<file path="src/rtl/rcadder_pkg.sv">
// rtl/rcadder_pkg.sv - shared types and constants for the nibble-serial add/sub sequencer
package rcadder_pkg;

  localparam int SLICE_W = 4;

  typedef enum logic [1:0] {
    IDLE = 2'd0,
    RUN  = 2'd1,
    DONE = 2'd2
  } state_e;

  // Nibble index counter width; a single-nibble datapath still needs one bit.
  function automatic int idx_width(input int nib);
    return (nib > 1) ? $clog2(nib) : 1;
  endfunction

endpackage

</file>
<file path="src/rtl/rcadder.sv">
// rtl/rcadder.sv - 4-bit ripple-carry adder slice, purely combinational
module rcadder
  import rcadder_pkg::*;
(
  input  logic [SLICE_W-1:0] a,
  input  logic [SLICE_W-1:0] b,
  input  logic               ci,
  output logic [SLICE_W-1:0] s,
  output logic               co
);

  logic [SLICE_W:0] c;

  always_comb begin
    c    = '0;
    s    = '0;
    c[0] = ci;
    for (int i = 0; i < SLICE_W; i++) begin
      s[i]   = a[i] ^ b[i] ^ c[i];
      c[i+1] = (a[i] & b[i]) | (c[i] & (a[i] ^ b[i]));
    end
    co = c[SLICE_W];
  end

endmodule

</file>
<file path="src/rtl/rcadder_seq_ctrl.sv">
// rtl/rcadder_seq_ctrl.sv - WIDTH-bit add/subtract computed one nibble per clock on a shared slice
module rcadder_seq_ctrl
  import rcadder_pkg::*;
#(
  parameter int WIDTH = 16
) (
  input  logic             clk,
  input  logic             rst_n,
  input  logic             in_valid,
  output logic             in_ready,
  input  logic [WIDTH-1:0] op_a,
  input  logic [WIDTH-1:0] op_b,
  input  logic             cin,
  input  logic             sub,
  output logic             out_valid,
  input  logic             out_ready,
  output logic [WIDTH-1:0] sum,
  output logic             cout,
  output logic             ovf
);

  localparam int NIB = WIDTH / SLICE_W;
  localparam int IW  = idx_width(NIB);

  if ((WIDTH % SLICE_W) != 0 || WIDTH < SLICE_W) begin : g_bad_width
    $error("rcadder_seq_ctrl: WIDTH must be a multiple of 4 and at least 4");
  end

  state_e           state_q, state_d;
  logic [WIDTH-1:0] a_q, a_d;
  logic [WIDTH-1:0] b_q, b_d;
  logic [WIDTH-1:0] res_q, res_d;
  logic [IW-1:0]    idx_q, idx_d;
  logic             carry_q, carry_d;
  logic             a_msb_q, a_msb_d;
  logic             b_msb_q, b_msb_d;

  logic [SLICE_W-1:0]       slice_sum;
  logic                     slice_co;
  logic [WIDTH+SLICE_W-1:0] res_shift;

  // Slice sees only registered operands so its path never starts at a port.
  rcadder u_slice (
    .a  (a_q[SLICE_W-1:0]),
    .b  (b_q[SLICE_W-1:0]),
    .ci (carry_q),
    .s  (slice_sum),
    .co (slice_co)
  );

  assign res_shift = {slice_sum, res_q};

  always_comb begin
    state_d   = state_q;
    a_d       = a_q;
    b_d       = b_q;
    res_d     = res_q;
    idx_d     = idx_q;
    carry_d   = carry_q;
    a_msb_d   = a_msb_q;
    b_msb_d   = b_msb_q;
    in_ready  = 1'b0;
    out_valid = 1'b0;

    case (state_q)
      IDLE: begin
        in_ready = 1'b1;
        if (in_valid) begin
          a_d     = op_a;
          b_d     = sub ? ~op_b : op_b;
          carry_d = sub ? 1'b1 : cin;
          a_msb_d = op_a[WIDTH-1];
          b_msb_d = sub ? ~op_b[WIDTH-1] : op_b[WIDTH-1];
          idx_d   = '0;
          state_d = RUN;
        end
      end
      RUN: begin
        // LSB nibble first: after NIB shifts the result register is fully assembled.
        res_d   = res_shift[WIDTH+SLICE_W-1:SLICE_W];
        a_d     = a_q >> SLICE_W;
        b_d     = b_q >> SLICE_W;
        carry_d = slice_co;
        if (idx_q == IW'(NIB - 1)) begin
          idx_d   = '0;
          state_d = DONE;
        end else begin
          idx_d = idx_q + 1'b1;
        end
      end
      DONE: begin
        out_valid = 1'b1;
        if (out_ready) begin
          state_d = IDLE;
        end
      end
      default: state_d = IDLE;
    endcase
  end

  always_ff @(posedge clk or negedge rst_n) begin
    if (!rst_n) begin
      state_q <= IDLE;
      a_q     <= '0;
      b_q     <= '0;
      res_q   <= '0;
      idx_q   <= '0;
      carry_q <= 1'b0;
      a_msb_q <= 1'b0;
      b_msb_q <= 1'b0;
    end else begin
      state_q <= state_d;
      a_q     <= a_d;
      b_q     <= b_d;
      res_q   <= res_d;
      idx_q   <= idx_d;
      carry_q <= carry_d;
      a_msb_q <= a_msb_d;
      b_msb_q <= b_msb_d;
    end
  end

  assign sum  = res_q;
  assign cout = carry_q;
  assign ovf  = (a_msb_q == b_msb_q) && (res_q[WIDTH-1] != a_msb_q);

endmodule
</file>
<file path="config.mk">
export PLATFORM = sky130hd
export DESIGN_NAME = rcadder_seq_ctrl
export DESIGN_NICKNAME = d
export VERILOG_FILES = /design/src/rtl/rcadder_pkg.sv /design/src/rtl/rcadder.sv /design/src/rtl/rcadder_seq_ctrl.sv
export SDC_FILE = /design/constraint.sdc
export NUM_CORES = 1
export LEC_CHECK = 0
export BUFFER_PORTS_ARGS = -buffer_cell sky130_fd_sc_hd__buf_2
export CORE_ASPECT_RATIO = 2
export CORE_MARGIN = 1.5
export CORE_UTILIZATION = 37
export CTS_CLUSTER_SIZE = 12
export DETAILED_ROUTE_END_ITERATION = 6
export PLACE_DENSITY = 0.69
export SYNTH_ARGS = -nofsm -noshare
export SYNTH_HDL_FRONTEND = slang
export SYNTH_SLANG_ARGS = --single-unit
export TNS_END_PERCENT = 100
</file>
<file path="constraint.sdc">
create_clock -name clk -period 4.6 [get_ports clk]
set_clock_uncertainty 0.05 [all_clocks]
set_input_delay 0 -clock clk [delete_from_list [all_inputs] [get_ports clk]]
set_output_delay 0 -clock clk [all_outputs]
set_load 0.05 [all_outputs]
</file>
* Word-level counts from Yosys, hierarchy flattened
Index checks and enable logic that the tools add are counted.
** Storage, ports and cells
- Input port bits :: 38
- Output and inout port bits :: 20
- Flip-flop bits (word level) :: 55
- Logic and storage cells :: 63
** Operators by class
- Bitwise gates (word level) :: 22
- Add/sub/neg operators :: 1
- Mux-type cells :: 18
- Eq/ne operators :: 8
- Reductions and logical operators :: 6
** Operator list (count)
- case mux 16 bit (2 select lines) :: 2
- two-way mux 16 bit :: 3
- NOT 16 bit :: 1
- two-way mux 2 bit :: 5
- AND 1 bit :: 8
- XOR 1 bit :: 8
- != test 2 bit (second input constant) :: 3
- case mux 2 bit (3 select lines) :: 1
- two-way mux 1 bit :: 5
- equality test 2 bit (second input constant) :: 2
- bitwise OR 1 bit :: 4
- case mux 2 bit (2 select lines) :: 1
- AND reduction 2 bit :: 2
- AND reduction 3 bit :: 1
- adder 2 x 1 -> 2 bit (second input constant) :: 1
- equality test 2 x 1 -> 1 bit (second input constant) :: 1
- logical NOT 2 bit :: 1
- case mux 1 bit (2 select lines) :: 1
- nonzero test 2 bit :: 1
- equality test 1 bit :: 1
- logical AND 1 bit :: 1
- != test 1 bit :: 1
- NOT 1 bit :: 1

* Longest topological paths before layout
Gate-level depths: netlist of the first run.
- Depth after elaboration :: 10
- Gate-level depth with buffers :: 8
- Depth with buffers taken out :: 8

* Cells and area by module
Synthesis of the first run repeated with hierarchy kept, for this count alone.
** Unflattened totals
- Cell total of the unflattened synthesis :: 271
- Area, all modules :: 2565.0 um^2
** Modules (own cells, without submodules)
- rcadder_seq_ctrl :: instances 1, area each 2447.3 um^2, sequential area each 1376.3 um^2, cells each 257
- rcadder :: instances 1, area each 117.6 um^2, sequential area each 0.0 um^2, cells each 14

* Worst setup path after synthesis of the first run
No wires, ideal clock.
- Path type :: register to register
- From :: register carry_q, in the netlist cout
- To :: register res_q[15], in the netlist sum[15]
- Data required time :: 4.467 ns
- Arrival :: 2.235 ns
- Buffers on the path :: 0
- Setup slack :: 2.232 ns
- Period minus slack after synthesis :: 2.368 ns
- Cell stages (with the launch flop) :: 9
- Library setup time :: 0.083 ns
- Cell sequence :: dfrtp_1 fa_1 inv_1 fa_1 inv_1 fa_1 inv_1 fa_1 o21ai_0
** On the way
- Longest elaborated chain between the ends :: 7
** RTL lines
- start: declaration :: RTL line rcadder_seq_ctrl.sv:34 : logic carry_q, carry_d;
- start signal: assignment :: RTL line rcadder_seq_ctrl.sv:117 : carry_q <= carry_d;
- AND 1 bit :: RTL line rcadder.sv:20 : c[i+1] = (a[i] & b[i]) | (c[i] & (a[i] ^ b[i]));
- bitwise OR 1 bit :: RTL line rcadder.sv:20
- AND 1 bit :: RTL line rcadder.sv:20
- bitwise OR 1 bit :: RTL line rcadder.sv:20
- AND 1 bit :: RTL line rcadder.sv:20
- bitwise OR 1 bit :: RTL line rcadder.sv:20
- XOR 1 bit :: RTL line rcadder.sv:19 : s[i] = a[i] ^ b[i] ^ c[i];
- end signal: assignment :: RTL line rcadder_seq_ctrl.sv:115 : res_q <= res_d;
- end: declaration :: RTL line rcadder_seq_ctrl.sv:32 : logic [WIDTH-1:0] res_q, res_d;
No other way between the ends.
A chain may end at the register's enable or synchronous reset.

* Final worst setup path of the first run
Ends and elaborated chain as after synthesis.

==> results.py, run 1 <==
metrics = {
    "route": {
        "wl_per_cell_um": 12.6,
        "drt-total-wl_um": 5330,
        "vias": 2022,
        "drtPass1Iterations": 4,
        "ant_nets": 0,
        "first_iter_violations": 65,
        "drc": 0,
        "avgViaCountPerCell": 4.79,
    },
    "grt": {
        "grt_pass1_vias": 2005,
        "met3_usage": 0.0278,
        "globalRouteMet1Util": 0.192,
        "overflow": 0,
        "top_usage_layer": "met2",
        "grt_start_max_net_pins": 56,
        "met2_usage": 0.277,
        "grt_usage": 0.163,
        "antenna_found_initial": 0,
        "grt_pass1_wl_um": 9100,
    },
    "floorplanning": {
        "initial_core_util": 0.384,
        "die_height_um": 120,
        "die-area_um2": 7400,
        "die_x_um": 61.6,
        "row_count": 42,
        "fp.coreArea_um2": 6620,
        "io_pins": 58,
    },
    "run": {
        "drv_cap": 0,
    },
    "clock_tree": {
        "cts_root_buf": "clkbuf_16",
        "clk_pin_slew_worst_paths_ns": 0.07,
        "cts_tree": "built",
        "cts_buffers": 5,
        "htree_levels": 2,
        "cts_sinks": 55,
        "clock_path_buffers": 2,
        "clk_latency_ns": 0.29,
        "ctsResizeCount": 0,
    },
    "critical_path": {
        "crit_arrival_ns": 2.39,
        "end_kind": "flip-flop",
        "slowest_delay_ns": 0.43,
        "cp_common_cell": "fa_1",
        "r2r-end": "sum[15]$_DFFE_PN0P_",
        "r2r-start": "cout$_DFFE_PN0P_",
        "rrSetupSlack_ns": 2.37,
        "critPathLaunchType": "flip-flop",
        "crit_start": "cout$_DFFE_PN0P_",
        "reg2reg_depth": 8,
        "worst-setup-path-type": "flip-flop to flip-flop",
        "slowest_stage": "fa_1",
        "required_ns": 4.75,
        "worstPathCellList": "fa_1, inv_1, fa_1, inv_1, fa_1, inv_1, fa_1, o21ai_0",
        "crit_fanout": 3,
    },
    "cells_and_area": {
        "layout.nets": 377,
        "mostFrequentLayoutCells": "nand2_1, buf_2, dfrtp_1",
        "final_common_cell": "nand2_1",
        "fillers": 671,
        "n_antenna_cell": 0,
        "area_growth_pct": 27.2,
        "drive_above_1_share": 0.237,
    },
    "outcome": {
        "status": "complete, but fails checks",
        "violations": "hold timing",
    },
    "sta": {
        "fmax_mhz": 448,
        "fin_tns_setup_ns": 0,
        "hold_viol": 1,
        "slew_headroom": 0.282,
        "worst_pin_slew_ns": 1.08,
        "slew_violations": 0,
        "holdWs_ns": -0.00542,
        "post-route-period-util": 0.486,
        "rsz0062_at_grt": "false",
        "finalWorstSetupSlack_ns": 2.37,
        "period_needed_ns": 2.23,
        "setup_viol": 0,
    },
    "power_and_ir_drop": {
        "p_seq_frac": 0.363,
        "p_clk_frac": 0.175,
        "p_comb_frac": 0.462,
        "internal-power_w": 0.00130,
        "switching_share": 0.443,
        "switchingPower_w": 0.00103,
        "irDropWorstVdd_mv": 0.236,
        "power_density_nw_per_um2": 719,
        "p_leak_nw": 1.62,
    },
    "synthesis": {
        "ys_seq_elements": 55,
        "synthArstFlopShare": 1.00,
        "synth_area_per_cell_um2": 9.63,
        "synth_mux_area_frac": 0,
        "synth-xor-area-share": 0.0551,
        "syn_nets": 307,
        "syn_inst": 264,
        "ys_seq_area_frac": 0.542,
        "synth_top_family_by_area": "simple AND/OR/NAND/NOR gates",
        "synth.distinct_cells": 28,
        "synth_warnings": 0,
        "synth_ff_type": "dfrtp_1",
        "synth_fa_ha_area_frac": 0.0364,
        "synth_compound_area_frac": 0.0881,
        "synth_edf_count": 0,
        "synth_area_um2": 2540,
        "synth-simple-area-share": 0.226,
    },
    "worst_hold_path": {
        "min_from": "op_b[13]",
        "whs_path_depth": 3,
        "hp-class": "input pin to flip-flop",
        "whs_endpoint": "b_q[13]$_DFFE_PN0P_",
    },
    "place": {
        "hpwl_um": 3560,
        "routabilityCongestion": 0.789,
        "detailedPlace.worstSlack_ns": 2.36,
        "io_buffers": 57,
    },
}
[cells in the mapped netlist (2+ instances only)]
cell type	n	share of area
nand2_1	88	0.13
dfrtp_1	55	0.54
nand3_1	25	0.049
nor2_1	17	0.025
xnor2_1	15	0.052
buf_2	13	0.026
a221o_2	10	0.044
inv_1	8	0.012
a211oi_1	4	0.012
fa_1	4	0.032
o21ai_0	4	0.0079
a221o_1	2	0.0079
buf_6	2	0.0089
clkbuf_1	2	0.0030
o311ai_0	2	0.0069
[sequential cells by signal, indices dropped and copies added (netlist names)]
name	flops
a_msb_q	1
a_q	16
b_msb_q	1
b_q	16
cout	1
idx_q	2
state_q	2
sum	16
[worst max path at each step]
stage / endpoint / slack [ns] / depth (start not counted)
3_5_place_dp: sum[15]$_DFFE_PN0P_ / 2.36 / 8
5_1_grt: sum[15]$_DFFE_PN0P_ / 2.23 / 8
2_1_floorplan: sum[15]$_DFFE_PN0P_ / 2.23 / 8
4_1_cts: sum[15]$_DFFE_PN0P_ / 2.34 / 8
6_report: sum[15]$_DFFE_PN0P_ / 2.37 / 8
3_3_place_gp: sum[15]$_DFFE_PN0P_ / 2.44 / 8
[power groups by stage]
| stage | sequential, W | combinational (W) | clock [W] |
|---|---|---|---|
| detailed placement | 0.000854 | 0.00108 | 0 |
| finish | 0.000845 | 0.00107 | 0.000408 |
| global route | 0.000882 | 0.00121 | 0.000436 |
| global placement | 0.000847 | 0.00106 | 0 |
| CTS | 0.000849 | 0.00109 | 0.000421 |
| floorplan | 0.00106 | 0.000632 | 0 |
[cell families (layout without fill, tap and decap cells)]
family	Yosys count	in the layout
compound gates	25	25
xor+xnor	16	16
fa+ha+maj	5	5
buf+inv	26	96
flops	55	55
simple gates	137	137
[metrics by stage]
step | hold slack (ns) | instances | utilization | cell area [um2] | power (W)
floorplan | -0.346 | 264 | - | 2540 | 0.00169
global placement | 0.120 | 394 | 0.433 | 2860 | 0.00190
detailed placement | 0.124 | 394 | 0.433 | 2860 | 0.00193
CTS | 0.00564 | 422 | 0.488 | 3230 | 0.00236
global route | 0.0217 | 422 | 0.488 | 3230 | 0.00253
finish | -0.00542 | 422 | 0.488 | 3230 | 0.00233
[repair_timing]
action                                 in CTS  in global routing
endpoints found under the hold margin      77                  0
hold buffers                               21                  0
setup buffers                               0                  0
[worst max-delay path, delay by kind of cell, from the launching register on]
family	cells	cell delay (ns)
adders and majority gates	4	1.32
DFF	1	0.42
buffers and inverters	3	0.20
AOI/OAI and AO/OA	1	0.16
[final cells by class]
class | count | area, um2 | share of cell area
inverter | 8 | 30.0 | 0.00929
tap | 88 | 110 | 0.0341
multi-input combinational | 183 | 1040 | 0.322
timing repair buffer | 81 | 518 | 0.160
sequential | 55 | 1380 | 0.426
clock inverter | 1 | 30.0 | 0.00929
clock buffer | 6 | 129 | 0.0399
[layer usage]
layer | vias to the layer above | routed length, um
met5 | - | 0
met4 | 0 | 123
met3 | 8 | 195
met2 | 54 | 2870
met1 | 959 | 2150
li1 | 1001 | -
Note: power is estimated with default switching activity, not from simulation.
==> run 2: changes to the inputs <==
Settings changed: ABC_AREA set to 1.
Clock period 4.6 ns to 2.2 ns, I/O delays scaled along.
==> results.py, run 2 <==
metrics = {
    "floorplanning": {
        "fp.coreArea_um2": 7270,
        "initial_core_util": 0.381,
        "die-area_um2": 8040,
        "io_pins": 58,
        "die_height_um": 125,
        "die_x_um": 64.1,
        "row_count": 44,
    },
    "sta": {
        "hold_viol": 0,
        "holdWs_ns": 0.00496,
        "post-route-period-util": 0.975,
        "setup_viol": 0,
        "slew_headroom": 0.546,
        "period_needed_ns": 2.14,
        "rsz0062_at_grt": "true",
        "slew_violations": 0,
        "fmax_mhz": 466,
        "worst_pin_slew_ns": 0.681,
    },
    "power_and_ir_drop": {
        "irDropWorstVdd_mv": 0.535,
        "p_clk_frac": 0.157,
        "switchingPower_w": 0.00230,
        "finalPower_w": 0.00487,
        "switching_share": 0.473,
        "p_seq_frac": 0.353,
        "p_comb_frac": 0.490,
        "power_density_nw_per_um2": 1350,
        "p_leak_nw": 2.03,
        "internal-power_w": 0.00257,
    },
    "place": {
        "routabilityCongestion": 0.797,
        "io_buffers": 57,
        "hpwl_um": 4170,
        "dpl-instance-area_um2": 3100,
    },
    "critical_path": {
        "crit_fanout": 3,
        "crit_start": "cout$_DFFE_PN0P_",
        "reg2reg_depth": 8,
        "crit_arrival_ns": 2.32,
        "end_kind": "flip-flop",
        "r2r-end": "sum[15]$_DFFE_PN0P_",
        "required_ns": 2.37,
        "worst-setup-path-type": "flip-flop to flip-flop",
        "critPathLaunchType": "flip-flop",
        "rrSetupSlack_ns": 0.06,
        "r2r-start": "cout$_DFFE_PN0P_",
    },
    "clock_tree": {
        "cts_sinks": 55,
        "cts_buffers": 5,
        "clk_latency_ns": 0.29,
        "clk_pin_slew_worst_paths_ns": 0.07,
        "htree_levels": 2,
        "clock_path_buffers": 2,
        "cts_root_buf": "clkbuf_16",
        "cts_tree": "built",
    },
    "worst_hold_path": {
        "whs_path_depth": 5,
        "whs_endpoint": "b_q[3]$_DFFE_PN0P_",
        "min_from": "op_b[3]",
        "hp-class": "input pin to flip-flop",
    },
    "synthesis": {
        "syn_inst": 368,
        "syn_nets": 411,
        "ys_top_cells_by_area": "dfrtp_1, nand2_1, nand3_1",
        "synth_top_cell_area_share": 0.498,
        "synth_ff_type": "dfrtp_1",
        "synth_most_common_cell": "nand2_1",
        "synth_warnings": 0,
        "synth_common_cells": "nand2_1, dfrtp_1, inv_1",
        "synth.distinct_cells": 20,
        "synthArstFlopShare": 1.00,
        "ys_seq_area_frac": 0.498,
        "synth_area_per_cell_um2": 7.52,
        "synth_area_um2": 2770,
        "synth_top_cell_by_area": "dfrtp_1",
        "ys_seq_elements": 55,
        "synth_edf_count": 0,
    },
    "grt": {
        "grt_start_max_net_pins": 56,
        "grt_usage": 0.165,
        "overflow": 0,
        "grt_pass1_wl_um": 10500,
        "grt_pass1_vias": 2441,
        "antenna_found_initial": 0,
    },
    "route": {
        "ant_nets": 0,
        "wl_per_cell_um": 11.1,
        "vias": 2518,
        "drc": 0,
        "first_iter_violations": 99,
        "avgViaCountPerCell": 4.59,
        "drtPass1Iterations": 4,
        "drt-total-wl_um": 6090,
    },
    "cells_and_area": {
        "fin_util": 0.494,
        "final_common_cell": "nand2_1",
        "n_antenna_cell": 0,
        "drive_above_1_share": 0.184,
        "regArea_um2": 1380,
        "mostFrequentLayoutCells": "nand2_1, buf_2, dfrtp_1",
        "layout.nets": 499,
        "multiInputGateArea_um2": 1130,
        "fillers": 758,
        "final_area_um2": 3590,
        "area_growth_pct": 29.9,
    },
    "run": {
        "drv_cap": 0,
    },
    "outcome": {
        "status": "complete, no violations",
    },
}
-- run 2: changes by cell type in the layout (fill, tap and decap cells not counted), sizes merged, moves of 3 or more --
cell and delta:
o21ai +14, buf +4, a211oi -4, inv +32, xnor2 -15, clkinv +3
nand2 +110, nor2 -14, nand3 +3, a221o -12, dlygate4sd3 +13
-- run 2: cells by family after synthesis --
logic type	Yosys count	synth area share
AND/OR/NAND/NOR	229	0.326
adder cells (fa/ha/maj)	5	0.0335
buffers and inverters	57	0.0972
AO/OA/AOI/OAI	21	0.0425
XOR/XNOR	1	0.00317
flip-flops	55	0.498
-- run 2: layout make-up --
| class | count | area share |
|---|---|---|
| well taps | 92 | 0.0320 |
| flip-flops and latches | 55 | 0.383 |
| clock inverters | 3 | 0.00418 |
| clock buffers | 5 | 0.0348 |
| inverters | 40 | 0.0425 |
| multi-input cells | 256 | 0.314 |
| repair buffers | 98 | 0.189 |
-- run 2: timing repair --
item | CTS | global route
hold buffers | 34 | 0
buffers inserted | 0 | 1
gates resized for setup | 0 | 6
setup endpoints to repair | 0 | 2
endpoints found under the hold margin | 90 | 0
-- run 2: layer usage --
metal	up-vias	global-route usage	routed length, um
met5	-	0	0
met4	0	0.0751	151
met3	10	0.0333	216
met2	58	0.303	3290
met1	1170	0.177	2430
li1	1280	-	-
-- run 2: power groups by stage --
| stage | Sequential (W) | Clock (W) | Combinational (W) |
|---|---|---|---|
| after floorplan | 0.00214 | 0 | 0.00140 |
| after global placement | 0.00171 | 0 | 0.00229 |
| after detailed placement | 0.00174 | 0 | 0.00233 |
| after CTS | 0.00172 | 0.000779 | 0.00239 |
| after global routing | 0.00177 | 0.000836 | 0.00267 |
| final | 0.00172 | 0.000762 | 0.00238 |
-- run 2: worst max-delay path by stage --
stage	cells past startpoint	slack, ns	end
floorplan	8	0.02	sum[15]$_DFFE_PN0P_
global placement	8	0.09	sum[15]$_DFFE_PN0P_
detailed placement	8	0.05	sum[15]$_DFFE_PN0P_
CTS	8	0.004	sum[15]$_DFFE_PN0P_
global route	8	-0.003	sum[15]$_DFFE_PN0P_
finish	8	0.06	sum[15]$_DFFE_PN0P_
-- run 2: worst max-delay path: stages (launching register included) --
cell	delay (ns)
dfrtp_2	0.43
fa_2	0.38
inv_2	0.07
fa_2	0.19
inv_2	0.04
fa_2	0.32
inv_2	0.06
fa_1	0.41
o21ai_1	0.12
-- run 2: per-stage QoR --
| step | setup slack [ns] | cells | setup TNS [ns] |
|---|---|---|---|
| global placement | 0.0874 | 506 | 0 |
| finish | 0.0553 | 549 | 0 |
| floorplan | 0.0180 | 368 | 0 |
| global route | -0.00341 | 549 | -0.00341 |
| detailed placement | 0.0464 | 506 | 0 |
| CTS | 0.00355 | 548 | 0 |
==> run 3: changes to the inputs <==
Settings changed: SYNTH_HIERARCHICAL set to 1.
==> results.py, run 3 <==
metrics = {
    "outcome": {
        "status": "complete, but fails checks",
        "violations": "hold timing",
    },
    "sta": {
        "slew_headroom": 0.653,
        "period_needed_ns": 2.18,
        "holdWs_ns": -0.00598,
        "hold_viol": 3,
        "setup_viol": 0,
        "worst_pin_slew_ns": 0.521,
        "post-route-period-util": 0.992,
        "fmax_mhz": 458,
        "rsz0062_at_grt": "true",
        "slew_violations": 0,
    },
    "synthesis": {
        "synth_top_cell_area_share": 0.499,
        "synth_mux_area_frac": 0,
        "synth.distinct_cells": 17,
        "synth-simple-area-share": 0.325,
        "ys_seq_elements": 55,
        "synth_top_cell_by_area": "dfrtp_1",
        "syn_nets": 408,
        "synth_top_family_by_area": "simple AND/OR/NAND/NOR gates",
        "synth-xor-area-share": 0.0127,
        "ys_seq_area_frac": 0.499,
        "synth_most_common_cell": "nand2_1",
        "synth_edf_count": 0,
        "synth_fa_ha_area_frac": 0.0336,
        "synth_ff_type": "dfrtp_1",
        "syn_inst": 365,
        "ys_top_cells_by_area": "dfrtp_1, nand2_1, inv_1",
        "synth_compound_area_frac": 0.0336,
        "synthArstFlopShare": 1.00,
        "synth_common_cells": "nand2_1, dfrtp_1, inv_1",
        "synth_area_per_cell_um2": 7.55,
        "synth_warnings": 6,
        "synth_area_um2": 2760,
    },
    "power_and_ir_drop": {
        "finalPower_w": 0.00491,
        "irDropWorstVdd_mv": 0.514,
        "power_density_nw_per_um2": 1400,
        "p_leak_nw": 1.99,
    },
    "cells_and_area": {
        "fillers": 731,
        "mostFrequentLayoutCells": "nand2_1, buf_2, dfrtp_1",
        "layout.nets": 488,
        "n_antenna_cell": 0,
        "final_common_cell": "nand2_1",
        "fin_util": 0.485,
        "area_growth_pct": 26.9,
        "drive_above_1_share": 0.184,
    },
    "grt": {
        "antenna_found_initial": 0,
        "grt_start_max_net_pins": 31,
        "grt_usage": 0.172,
        "globalRouteMet1Util": 0.192,
        "met3_usage": 0.0297,
        "met2_usage": 0.305,
        "overflow": 0,
        "grt_pass1_wl_um": 10800,
        "top_usage_layer": "met2",
        "grt_pass1_vias": 2447,
    },
    "floorplanning": {
        "die-area_um2": 8010,
        "io_pins": 58,
        "row_count": 44,
        "die_x_um": 64.0,
        "die_height_um": 125,
        "fp.coreArea_um2": 7210,
        "initial_core_util": 0.382,
    },
    "critical_path": {
        "slowest_delay_ns": 0.41,
        "worst-setup-path-type": "flip-flop to flip-flop",
        "crit_arrival_ns": 2.34,
        "required_ns": 2.36,
        "end_kind": "flip-flop",
        "crit_fanout": 2,
        "slowest_stage": "dfrtp_1",
        "critPathLaunchType": "flip-flop",
        "worstPathCellList": "fa_2, inv_2, fa_2, inv_2, fa_2, inv_2, fa_1, inv_1, nand2_1, o21ai_1",
    },
    "clock_tree": {
        "clock_path_buffers": 2,
        "htree_levels": 2,
        "cts_buffers": 5,
        "clk_pin_slew_worst_paths_ns": 0.07,
        "clk_latency_ns": 0.29,
        "cts_tree": "built",
        "cts_sinks": 55,
        "cts_root_buf": "clkbuf_16",
    },
    "route": {
        "first_iter_violations": 106,
        "drc": 0,
        "drt-total-wl_um": 6170,
        "vias": 2458,
        "ant_nets": 0,
        "drtPass1Iterations": 4,
        "avgViaCountPerCell": 4.58,
        "wl_per_cell_um": 11.5,
    },
    "place": {
        "io_buffers": 57,
        "hpwl_um": 4270,
        "routabilityCongestion": 0.782,
    },
    "run": {
        "drv_cap": 0,
    },
    "worst_hold_path": {
        "hp-class": "input pin to flip-flop",
    },
}
run 3: cell types whose count changed after synthesis, sizes merged:
cell | previous run | this run
o21ai | 18 | 13
nand2 | 198 | 202
buf | 15 | 18
inv | 40 | 37
nand3 | 28 | 25
xor2 | 1 | 4
clkbuf | 2 | 0
run 3: repair_timing:
item | in CTS | in global routing
setup buffers | 1 | 0
hold buffers | 26 | 0
gates resized for setup | 5 | 1
pin swaps | 2 | 2
hold endpoints to repair | 47 | 0
setup endpoints to repair | 1 | 2
run 3: critical path, delay by kind of cell (launching register included):
| family | cells | cell delay, ns |
|---|---|---|
| flops | 1 | 0.41 |
| buf+inv | 4 | 0.22 |
| simple gates | 1 | 0.05 |
| compound gates | 1 | 0.09 |
| fa+ha+maj | 4 | 1.27 |
run 3: report_power, final:
group          internal (W)  leakage (nW)  switching [W]  total [W]
Combinational      0.000713          1.22        0.00169    0.00240
Clock              0.000417        0.0629       0.000344   0.000761
Sequential          0.00146         0.703       0.000289    0.00174
Total               0.00259          1.99        0.00232    0.00491
run 3: stage by stage:
| stage | setup slack, ns | instance area [um2] | std cells | setup TNS, ns |
|---|---|---|---|---|
| detailed placement | 0.00309 | 3090 | 503 | 0 |
| CTS | 0.00582 | 3500 | 537 | 0 |
| global route | -0.0884 | 3500 | 537 | -0.0884 |
| finish | 0.0177 | 3500 | 537 | 0 |
| global placement | 0.0376 | 3090 | 503 | 0 |
| floorplan | 0.00804 | 2760 | 365 | 0 |
run 3: path summary, 6_finish.rpt:
check                                   start             endpoint  slack, ns  cells after the start
hold / removal                       op_b[11]  b_q[11]$_DFFE_PN0P_     -0.006                      5
min in group asynchronous               rst_n  a_q[13]$_DFFE_PN0P_       0.17                      2
hold reg to reg            sum[0]$_DFFE_PN0N_   sum[0]$_DFFE_PN0N_       0.43                      2
max in group asynchronous               rst_n   b_q[3]$_DFFE_PN0P_       1.28                      3
setup / recovery           a_q[0]$_DFFE_PN0P_  sum[15]$_DFFE_PN0N_       0.02                     10
setup reg to reg           a_q[0]$_DFFE_PN0P_  sum[15]$_DFFE_PN0N_       0.02                     10
run 3: cell type report:
class	instances	area (um2)	area share
inverter	37	141	0.0404
clock inverter	1	7.51	0.00215
sequential	55	1380	0.394
tap	92	115	0.0329
clock buffer	6	129	0.0368
multi-input combinational	255	1120	0.321
timing repair buffer	91	606	0.173
run 3: metal layers:
layer / part of all wire / up-vias
li1: - / 1244
met1: 0.41 / 1143
met2: 0.52 / 55
met3: 0.031 / 16
met4: 0.035 / 0
met5: 0 / -
run 3: logic make-up (layout without fill, tap and decap cells):
logic type,Yosys count,count (layout)
compound gates,16,16
xor+xnor,4,4
fa+ha+maj,5,5
buf+inv,55,135
flops,55,55
simple gates,230,230
